**src/rtl/bus_transfer_controller_if.sv**
```systemverilog
// ---------------------------------------------------------------------------
// bus_transfer_controller_if
// Handshake and bus-enable bundle between the microoperation requesters and
// the bus transfer controller.
//   req        requester -> controller, per-requester level request
//   src_sel    requester -> controller, packed source index per requester
//   dst_sel    requester -> controller, packed destination index per requester
//   grant      controller -> requesters, one-hot current owner
//   ack        controller -> requesters, one-hot completion pulse
//   reg_out    controller -> register fabric, one-hot bus drive enable
//   reg_in     controller -> register fabric, one-hot register load enable
//   busy       controller status, high whenever a transfer is in flight
//   xfer_count controller status, completed transfers modulo 256
// ---------------------------------------------------------------------------
interface bus_transfer_controller_if #(
  parameter int NUM_REQ  = 4,
  parameter int NUM_REGS = 16,
  parameter int IDX_W    = 4
) ();
  logic [NUM_REQ-1:0]       req;
  logic [NUM_REQ*IDX_W-1:0] src_sel;
  logic [NUM_REQ*IDX_W-1:0] dst_sel;
  logic [NUM_REQ-1:0]       grant;
  logic [NUM_REQ-1:0]       ack;
  logic [NUM_REGS-1:0]      reg_out;
  logic [NUM_REGS-1:0]      reg_in;
  logic                     busy;
  logic [7:0]               xfer_count;

  // Requester / fabric side
  modport master (
    output req, src_sel, dst_sel,
    input  grant, ack, reg_out, reg_in, busy, xfer_count
  );

  // Controller side
  modport slave (
    input  req, src_sel, dst_sel,
    output grant, ack, reg_out, reg_in, busy, xfer_count
  );
endinterface

```
**src/rtl/bus_transfer_controller.sv**
```systemverilog
// ---------------------------------------------------------------------------
// bus_transfer_controller
// Round-robin arbiter and sequencer for the shared internal register bus.
// Each granted requester gets one register-to-register move: an ARB cycle
// (grant only), a DRIVE cycle (grant plus Rout[src]/Rin[dst]) and an ACK
// cycle (ack pulse, transfer counted on the edge that ends it).
// Ports:
//   clk    rising-edge system clock
//   clear  asynchronous active-low reset
//   bus    slave side of bus_transfer_controller_if (req/src_sel/dst_sel in,
//          grant/ack/reg_out/reg_in/busy/xfer_count out)
// All outputs are decoded from registered state only.
// ---------------------------------------------------------------------------
module bus_transfer_controller #(
  parameter int NUM_REQ  = 4,
  parameter int NUM_REGS = 16,
  parameter int IDX_W    = 4
) (
  input  logic                       clk,
  input  logic                       clear,
  bus_transfer_controller_if.slave   bus
);

  localparam int WIN_W = (NUM_REQ > 1) ? $clog2(NUM_REQ) : 1;

  typedef enum logic [1:0] {
    IDLE  = 2'd0,
    ARB   = 2'd1,
    DRIVE = 2'd2,
    ACK   = 2'd3
  } state_t;

  state_t             state_reg, state_next;
  logic [WIN_W-1:0]   ptr_reg, ptr_next;
  logic [WIN_W-1:0]   win_reg, win_next;
  logic [IDX_W-1:0]   src_reg, src_next;
  logic [IDX_W-1:0]   dst_reg, dst_next;
  logic [7:0]         count_reg, count_next;

  logic [IDX_W-1:0]   src_arr [NUM_REQ];
  logic [IDX_W-1:0]   dst_arr [NUM_REQ];
  logic [NUM_REQ-1:0] win_onehot;
  logic [NUM_REQ-1:0] eligible;
  logic               found;
  logic [WIN_W-1:0]   pick;

  // Unpack per-requester indices and decode the latched winner.
  genvar gi;
  generate
    for (gi = 0; gi < NUM_REQ; gi++) begin : g_req
      assign src_arr[gi]    = bus.src_sel[gi*IDX_W +: IDX_W];
      assign dst_arr[gi]    = bus.dst_sel[gi*IDX_W +: IDX_W];
      assign win_onehot[gi] = (win_reg == WIN_W'(gi));
    end
  endgenerate

  // The requester being acked still holds req this cycle; keep it out of
  // the next arbitration so it cannot win twice for one request.
  assign eligible = bus.req & ((state_reg == ACK) ? ~win_onehot : {NUM_REQ{1'b1}});

  // Round-robin search starting at ptr_reg and wrapping upward.
  always_comb begin
    int idx;
    found = 1'b0;
    pick  = '0;
    idx   = 0;
    for (int k = 0; k < NUM_REQ; k++) begin
      idx = int'(ptr_reg) + k;
      if (idx >= NUM_REQ) begin
        idx = idx - NUM_REQ;
      end
      if (!found && eligible[idx]) begin
        found = 1'b1;
        pick  = WIN_W'(idx);
      end
    end
  end

  // Next-state logic.
  always_comb begin
    state_next = state_reg;
    ptr_next   = ptr_reg;
    win_next   = win_reg;
    src_next   = src_reg;
    dst_next   = dst_reg;
    count_next = count_reg;

    case (state_reg)
      IDLE: begin
        if (found) begin
          state_next = ARB;
        end
      end
      ARB: begin
        state_next = DRIVE;
      end
      DRIVE: begin
        state_next = ACK;
      end
      ACK: begin
        count_next = count_reg + 8'd1;
        state_next = found ? ARB : IDLE;
      end
      default: begin
        state_next = IDLE;
      end
    endcase

    // Latch the winner and its indices when a new transfer starts, so later
    // changes on src_sel/dst_sel cannot disturb the transfer in flight.
    if ((state_reg == IDLE || state_reg == ACK) && found) begin
      win_next = pick;
      src_next = src_arr[pick];
      dst_next = dst_arr[pick];
      ptr_next = (int'(pick) == NUM_REQ - 1) ? '0 : pick + WIN_W'(1);
    end
  end

  always_ff @(posedge clk or negedge clear) begin
    if (!clear) begin
      state_reg <= IDLE;
      ptr_reg   <= '0;
      win_reg   <= '0;
      src_reg   <= '0;
      dst_reg   <= '0;
      count_reg <= '0;
    end else begin
      state_reg <= state_next;
      ptr_reg   <= ptr_next;
      win_reg   <= win_next;
      src_reg   <= src_next;
      dst_reg   <= dst_next;
      count_reg <= count_next;
    end
  end

  // Register enables: an index with no matching register simply decodes to
  // no enable, and src==dst naturally asserts both sides of one register.
  generate
    for (gi = 0; gi < NUM_REGS; gi++) begin : g_reg
      assign bus.reg_out[gi] = (state_reg == DRIVE) && (src_reg == IDX_W'(gi));
      assign bus.reg_in[gi]  = (state_reg == DRIVE) && (dst_reg == IDX_W'(gi));
    end
  endgenerate

  assign bus.grant      = (state_reg == ARB || state_reg == DRIVE) ? win_onehot : '0;
  assign bus.ack        = (state_reg == ACK) ? win_onehot : '0;
  assign bus.busy       = (state_reg != IDLE);
  assign bus.xfer_count = count_reg;

endmodule

```
**src/flat_wrapper.sv**
```systemverilog
// flat-port wrapper written by rule: the top's interface ports become plain ports
module bus_transfer_controller_flat 
#(
  parameter int NUM_REQ  = 4,
  parameter int NUM_REGS = 16,
  parameter int IDX_W    = 4
)
  (clk, clear, bus_req, bus_src_sel, bus_dst_sel, bus_grant, bus_ack, bus_reg_out, bus_reg_in, bus_busy, bus_xfer_count);
  bus_transfer_controller_if #(.NUM_REQ(NUM_REQ), .NUM_REGS(NUM_REGS), .IDX_W(IDX_W)) bus_i ();
  input  logic clk;
  input  logic clear;
  input wire logic [$bits(bus_i.req)-1:0] bus_req;
  input wire logic [$bits(bus_i.src_sel)-1:0] bus_src_sel;
  input wire logic [$bits(bus_i.dst_sel)-1:0] bus_dst_sel;
  output wire logic [$bits(bus_i.grant)-1:0] bus_grant;
  output wire logic [$bits(bus_i.ack)-1:0] bus_ack;
  output wire logic [$bits(bus_i.reg_out)-1:0] bus_reg_out;
  output wire logic [$bits(bus_i.reg_in)-1:0] bus_reg_in;
  output wire logic [$bits(bus_i.busy)-1:0] bus_busy;
  output wire logic [$bits(bus_i.xfer_count)-1:0] bus_xfer_count;
  assign bus_i.req = bus_req;
  assign bus_i.src_sel = bus_src_sel;
  assign bus_i.dst_sel = bus_dst_sel;
  assign bus_grant = bus_i.grant;
  assign bus_ack = bus_i.ack;
  assign bus_reg_out = bus_i.reg_out;
  assign bus_reg_in = bus_i.reg_in;
  assign bus_busy = bus_i.busy;
  assign bus_xfer_count = bus_i.xfer_count;
  bus_transfer_controller #(.NUM_REQ(NUM_REQ), .NUM_REGS(NUM_REGS), .IDX_W(IDX_W)) u_core (.clk(clk), .clear(clear), .bus(bus_i));
endmodule
```
**config.mk**
```make
export PLATFORM = sky130hd
export DESIGN_NAME = bus_transfer_controller_flat
export DESIGN_NICKNAME = d
export VERILOG_FILES = /design/src/rtl/bus_transfer_controller_if.sv /design/src/rtl/bus_transfer_controller.sv /design/src/flat_wrapper.sv
export SDC_FILE = /design/constraint.sdc
export NUM_CORES = 1
export LEC_CHECK = 0
export BUFFER_PORTS_ARGS = -buffer_cell sky130_fd_sc_hd__buf_4
export CAP_MARGIN = 5
export CORE_MARGIN = 4
export CORE_UTILIZATION = 48
export CTS_BUF_LIST = sky130_fd_sc_hd__clkbuf_2
export DETAILED_ROUTE_END_ITERATION = 8
export PLACE_DENSITY = 0.88
export SLEW_MARGIN = 20
export SYNTH_ARGS = -nofsm -noshare
export SYNTH_HDL_FRONTEND = slang
export SYNTH_SLANG_ARGS = --single-unit
export TNS_END_PERCENT = 5
```
**constraint.sdc**
```tcl
create_clock -name clk -period 2.5 [get_ports clk]
set_input_delay 0.625 -clock clk [delete_from_list [all_inputs] [get_ports clk]]
set_output_delay 0.625 -clock clk [all_outputs]
set_load 0.1 [all_outputs]
```
==> metrics.cfg, run 1 <==
[clock_tree]
cts_sinks = 22
htree_levels = 1
clkSlewWorstSetupHoldPaths_ns = 0.21
ctsHoldBuffers = 0
root_buffer = clkbuf_2
clock_path_buffers = 2
cts_tree = yes
clk_latency_ns = 0.35
cts_buffers = 3

[cells_and_area]
drive_gt1_frac = 0.4939
nets = 372
synthToLayoutAreaGrowth_pct = 70.29
layout.cells.non_filler = 376
fillCellCount = 189
insertedDiodeCount = 0
fin_area_um2 = 3177
largest_reg_flops = 8

[detailed_routing]
drc = 0
drtIter0Drc = 121
ant_nets = 0
post_drt_via_cell_ratio = 5.931
drtPass1Iterations = 4
wl_um = 6616
wire_per_inst_um = 17.60
vias = 2230

[floorplan]
die_width_um = 70.34
die_y_um = 70.34
core-area_um2 = 3716
dieArea_um2 = 4948
rows = 22
initial_core_util = 0.5020
num_io_pins = 87

[logic_synthesis]
netlist_area_um2 = 1866
synth_compound_area_frac = 0.2160
yosys_warnings = 0
ys.flop_type = dfrtp_1
netlist_top_cells_area = dfrtp_1 30%, and3_1 7.0%, nor2_1 5.2%, nand2_1 5.0%, a221oi_1 3.8%
synthMuxAreaShare = 0.02884
synthXorXnorAreaFrac = 0.03756
ys_async_sr_fraction = 1.000
syn_avg_cell_area_um2 = 8.111
ys_seq_area_frac = 0.2951
ys_seq_elements = 22
synth_adder_area_share = 0.03353
yosysTopAreaCell = dfrtp_1
yosysUniqueCellTypes = 48
synth_nets = 273
synth-edff-count = 0
synth_top_family_by_area = simple AND/OR/NAND/NOR gates
synth_top_area_share = 0.2951
synthCells = 230
synth_simple_gate_area_frac = 0.3327

[status]
outcome = finished, violations left
violations = setup timing

[sta]
post-route-period-util = 1.035
fmax_mhz = 386.6
tightest_slew_ns = 0.4611
final.setup.tns_ns = -0.8608
hold_ws_ns = 0.1150
max_slew_margin = 0.6926
hold_viol = 0
layout_min_cycle_time_ns = 2.587
drv_slew = 0
timing.final.ws_setup_ns = -0.08673
final-setup-viol-count = 22
rsz0062_at_grt = true
finClkSkew_ns = 0.001612

[job]
maxCapViolCount = 0

[grt]
grt_max_degree = 25
first_global_vias = 2001
grt-ovfl-total = 0
track_usage = 0.2220
antenna_found_initial = 0
grt_pass1_wl_um = 9308

[placed_design]
port-buffer-count = 86
place_hpwl_um = 4200
dpl_cell_area_um2 = 2704
dp_cells = 362
gp_congestion = 0.8558

[setup_path]
crit_fanout = 11
cp-start-kind = register
crit_required_ns = 2.76
crit_type = reg -> reg
cp-end-kind = register
critPathArrivalTime_ns = 2.84

[pwr]
power_mw = 5.015
p_per_area_nw_per_um2 = 1579
ir_worst_vdd_uv = 1059
leakage_nw = 1.429

[hold_path]
min_path_type = in -> async

-- per-layer routing --
metal	part of all wire	wire (um)	up-vias	GRT usage
met2	0.50	3324	115	0.3690
li1	-	-	1042	-
met5	0	0	-	0
met3	0.069	455	16	0.03309
met1	0.41	2690	1057	0.3002
met4	0.022	146	0	0.05532
-- logic make-up (layout without fill, tap and decap cells) --
family                     count (synthesis)  count (layout)
AOI/OAI and AO/OA                         49              50
buffers and inverters                     22             119
xor gates and xnor gates                   8               8
DFF                                       22              22
and+or+nand+nor                          119             119
adders and majority gates                  5               5
muxes                                      5               5
-- critical path: stages, from the launching register on --
cell and delay, ns:
dfrtp_1 0.48, buf_4 0.16, ha_2 0.20, or3b_4 0.42
and4_4 0.22, a311oi_4 0.26, buf_6 0.16, nand2_4 0.09
a221oi_1 0.36, o31ai_1 0.12
-- per-stage QoR --
step	worst slack (ns)	util
2_1_floorplan	-0.2467	-
3_3_place_gp	0.1138	0.7276
3_5_place_dp	0.07865	0.7276
4_1_cts	-0.03236	0.7613
5_1_grt	-0.1893	0.8549
6_report	-0.08673	0.8549
-- final timing paths --
path / from / end / slack [ns] / depth (start not counted)
min reg2reg: u_core.bus.xfer_count[5]$_DFFE_PN0P_ / u_core.bus.xfer_count[5]$_DFFE_PN0P_ / 0.51 / 1
max in group asynchronous: clear / u_core.state_reg[1]$_DFFE_PN0P_ / 2.17 / 1
max reg2reg: u_core.state_reg[0]$_DFFE_PN0P_ / u_core.dst_reg[1]$_DFFE_PN0P_ / -0.09 / 9
min in group clk: u_core.bus.xfer_count[5]$_DFFE_PN0P_ / u_core.bus.xfer_count[5]$_DFFE_PN0P_ / 0.51 / 1
max: u_core.state_reg[0]$_DFFE_PN0P_ / u_core.dst_reg[1]$_DFFE_PN0P_ / -0.09 / 9
min: clear / u_core.bus.xfer_count[3]$_DFFE_PN0P_ / 0.11 / 1
-- area by class of cell --
cell class / count / area [um^2] / share of cell area
clock buffer: 3 / 15.01 / 0.004726
tap: 48 / 60.06 / 0.01891
inverter: 7 / 27.53 / 0.008665
sequential: 22 / 550.5 / 0.1733
clock inverter: 1 / 30.03 / 0.009453
timing repair buffer: 108 / 1057 / 0.3328
multi-input combinational: 187 / 1436 / 0.4521
-- power by group --
group / switching (mW) / total (mW) / leakage (nW) / internal, mW
Sequential: 0.273 / 0.809 / 0.269 / 0.535
Clock: 0.114 / 0.252 / 0.0266 / 0.138
Combinational: 2.57 / 3.95 / 1.13 / 1.39
-- placed cells by master (no fill, tap or decap), drive strengths merged, types with 2 or more instances in the layout --
cell type  netlist  routed
or3b             3       3
o21a             1       2
a311oi           3       3
o31a             2       2
nand3            5       5
and3            21      21
inv              6       6
ha               5       5
nand2           25      25
a21boi           8       8
clkbuf           6       3
nand4            3       3
nor4             9       9
a21oi            4       4
buf              9     108
nand3b           4       4
dfrtp           22      22
xor2             2       2
a221oi           8       8
nor2            26      26
nand2b           8       8
nor3            11      11
mux2             3       3
a31oi            2       2
o31ai            9       9
mux2i            2       2
o21ai            5       5
xnor2            6       6
-- cells in the mapped netlist, types with 2 or more instances --
cell	number
nand3b_1	4
mux2i_1	2
nand3_1	5
nor4_1	9
buf_4	2
a21boi_0	7
ha_1	5
and3_1	21
a31oi_1	2
buf_2	6
a21oi_1	4
a221oi_1	8
o21ai_0	4
xnor2_1	6
xor2_1	2
nor2_1	26
or3b_2	2
o31a_1	2
dfrtp_1	22
nand2_1	25
inv_1	6
clkbuf_1	6
mux2_2	3
o31ai_1	8
nand4_1	3
nand2b_1	8
nor3_1	11
-- timing repair --
item	4_1_cts	5_1_grt
setup buffers	1	7
pin swaps	3	8
cloned	0	2
setup endpoints to repair	8	34
gates resized for setup	19	68
Note: power is estimated with default switching activity, not from simulation.
==> run 2, diff against run 1 <==
--- a/config.mk
+++ b/config.mk
@@ -5,13 +5,13 @@
 export SDC_FILE = /design/constraint.sdc
 export NUM_CORES = 1
 export LEC_CHECK = 0
-export BUFFER_PORTS_ARGS = -buffer_cell sky130_fd_sc_hd__buf_4
 export CAP_MARGIN = 5
 export CORE_MARGIN = 4
-export CORE_UTILIZATION = 48
+export CORE_UTILIZATION = 50
 export CTS_BUF_LIST = sky130_fd_sc_hd__clkbuf_2
 export DETAILED_ROUTE_END_ITERATION = 8
-export PLACE_DENSITY = 0.88
+export DONT_BUFFER_PORTS = 1
+export PLACE_DENSITY = 0.71
 export SLEW_MARGIN = 20
 export SYNTH_ARGS = -nofsm -noshare
 export SYNTH_HDL_FRONTEND = slang
==> metrics.cfg, run 2 (same netlist as run 1, synthesis figures left out) <==
[status]
outcome = finished, violations left
violations = setup timing

[cells_and_area]
drive_gt1_frac = 0.4777
largest_reg_flops = 8
most-common-layout-cells = 33 x buf_4, 24 x nand2_1, 22 x nor2_2, 22 x dfrtp_1, 21 x and3_1
insertedDiodeCount = 0
layout_commonest_cell = buf_4
fin_area_um2 = 2979
nets = 335
synthToLayoutAreaGrowth_pct = 59.69
utilization = 0.8589

[clock_tree]
htree_levels = 1
clk_latency_ns = 0.32
cts_tree = yes
cts_buffers = 3
root_buffer = clkbuf_2
clock_path_buffers = 2
cts_sinks = 22
clkSlewWorstSetupHoldPaths_ns = 0.20

[grt]
grt_max_degree = 25
track_usage = 0.2380
grt-ovfl-total = 0
first_global_vias = 2009
antenna_found_initial = 0
grt_pass1_wl_um = 9756

[setup_path]
crit_required_ns = 1.88
cp_cell_sequence = buf_6 -> inv_4 -> ha_4 -> or3b_4 -> nor3_4 -> buf_12
worst_path_dominant_cell_family = simple AND/OR/NAND/NOR gates
max_stage_delay_ns = 0.45
cp-start-kind = register
cp_num_buf_inv = 3
slowest_stage = or3b_4
crit_type = reg -> out
cp-end-kind = output pin
critPathArrivalTime_ns = 1.97
crit_fanout = 8

[detailed_routing]
drtIter0Drc = 151
drc = 0
drtPass1Iterations = 4
wl_um = 7121
ant_nets = 0
post_drt_via_cell_ratio = 6.448
vias = 2173
wire_per_inst_um = 21.13

[floorplan]
rows = 21
num_io_pins = 87
die_y_um = 69.08
dieArea_um2 = 4772
die_width_um = 69.08
initial_core_util = 0.5379
core-area_um2 = 3468

[hold_path]
min_path_type = reg -> reg

[sta]
final-setup-viol-count = 14
max_slew_margin = 0.3534
drv_slew = 0
finClkSkew_ns = 0.003596
fmax_mhz = 385.6
timing.final.ws_setup_ns = -0.09336
rsz0062_at_grt = true
tightest_slew_ns = 0.9667
post-route-period-util = 1.037
hold_viol = 0
layout_min_cycle_time_ns = 2.593
hold_ws_ns = 0.5286

[placed_design]
port-buffer-count = 0
place_hpwl_um = 4676
gp_congestion = 0.8764
dpl_cell_area_um2 = 2623

[job]
maxCapViolCount = 0

-- run 2: cell types whose count changed in the layout (fill, tap and decap cells not counted), sizes merged --
| cell | change |
|---|---|
| buf | -38 |
| bufinv | -1 |
| clkinv | +1 |
| dlygate4sd3 | +1 |
| o21a | -1 |
| o31a | +1 |
-- run 2: what timing repair did --
item                                   in CTS  in global routing
endpoints found under the hold margin      22                  0
gates cloned                                0                  3
buffers inserted                            3                  3
pin swaps                                   5                 12
resized for setup                           5                 58
setup endpoints to repair                  31                 49
hold buffers                                1                  0
-- run 2: worst paths after layout --
path	from	end	slack, ns	cells past startpoint
setup / recovery	u_core.state_reg[0]$_DFFE_PN0P_	bus_reg_in[0]	-0.09	6
hold / removal	u_core.bus.xfer_count[6]$_DFFE_PN0P_	u_core.bus.xfer_count[6]$_DFFE_PN0P_	0.53	1
setup reg to reg	u_core.state_reg[0]$_DFFE_PN0P_	u_core.dst_reg[2]$_DFFE_PN0P_	-0.07	10
hold reg to reg	u_core.bus.xfer_count[6]$_DFFE_PN0P_	u_core.bus.xfer_count[6]$_DFFE_PN0P_	0.53	1
max in group asynchronous	clear	u_core.state_reg[1]$_DFFE_PN0P_	1.06	1
min in group asynchronous	clear	u_core.win_reg[0]$_DFFE_PN0P_	0.87	1
-- run 2: metrics by stage --
stage	setup TNS [ns]	setup slack, ns	instances
floorplan	-7.520	-0.2467	230
global placement	0	0.1148	323
detailed placement	0	0.07206	323
CTS	-0.3141	-0.07251	331
global route	-2.882	-0.2089	337
finish	-0.5829	-0.09336	337
-- run 2: final cells by class --
cell class                      instances  area [um^2]
Tap cell                               46        57.56
Sequential cell                        22        550.5
Clock buffer                            3        15.01
Multi-Input combinational cell        187         1530
Fill cell                             159        489.2
Inverter                                7        30.03
Clock inverter                          1        3.754
Timing Repair Buffer                   71        792.0
-- run 2: metal layers --
metal  up-vias  track usage  wire length, um
li1        974            -                -
met1      1030       0.3188             2746
met2       145       0.3824             3624
met3        24      0.05814              543
met4         0      0.06508              206
met5         -            0                0
Power of run 2 is not shown: default switching activity piles up to over one toggle a cycle in this logic, so the estimate is an artifact.
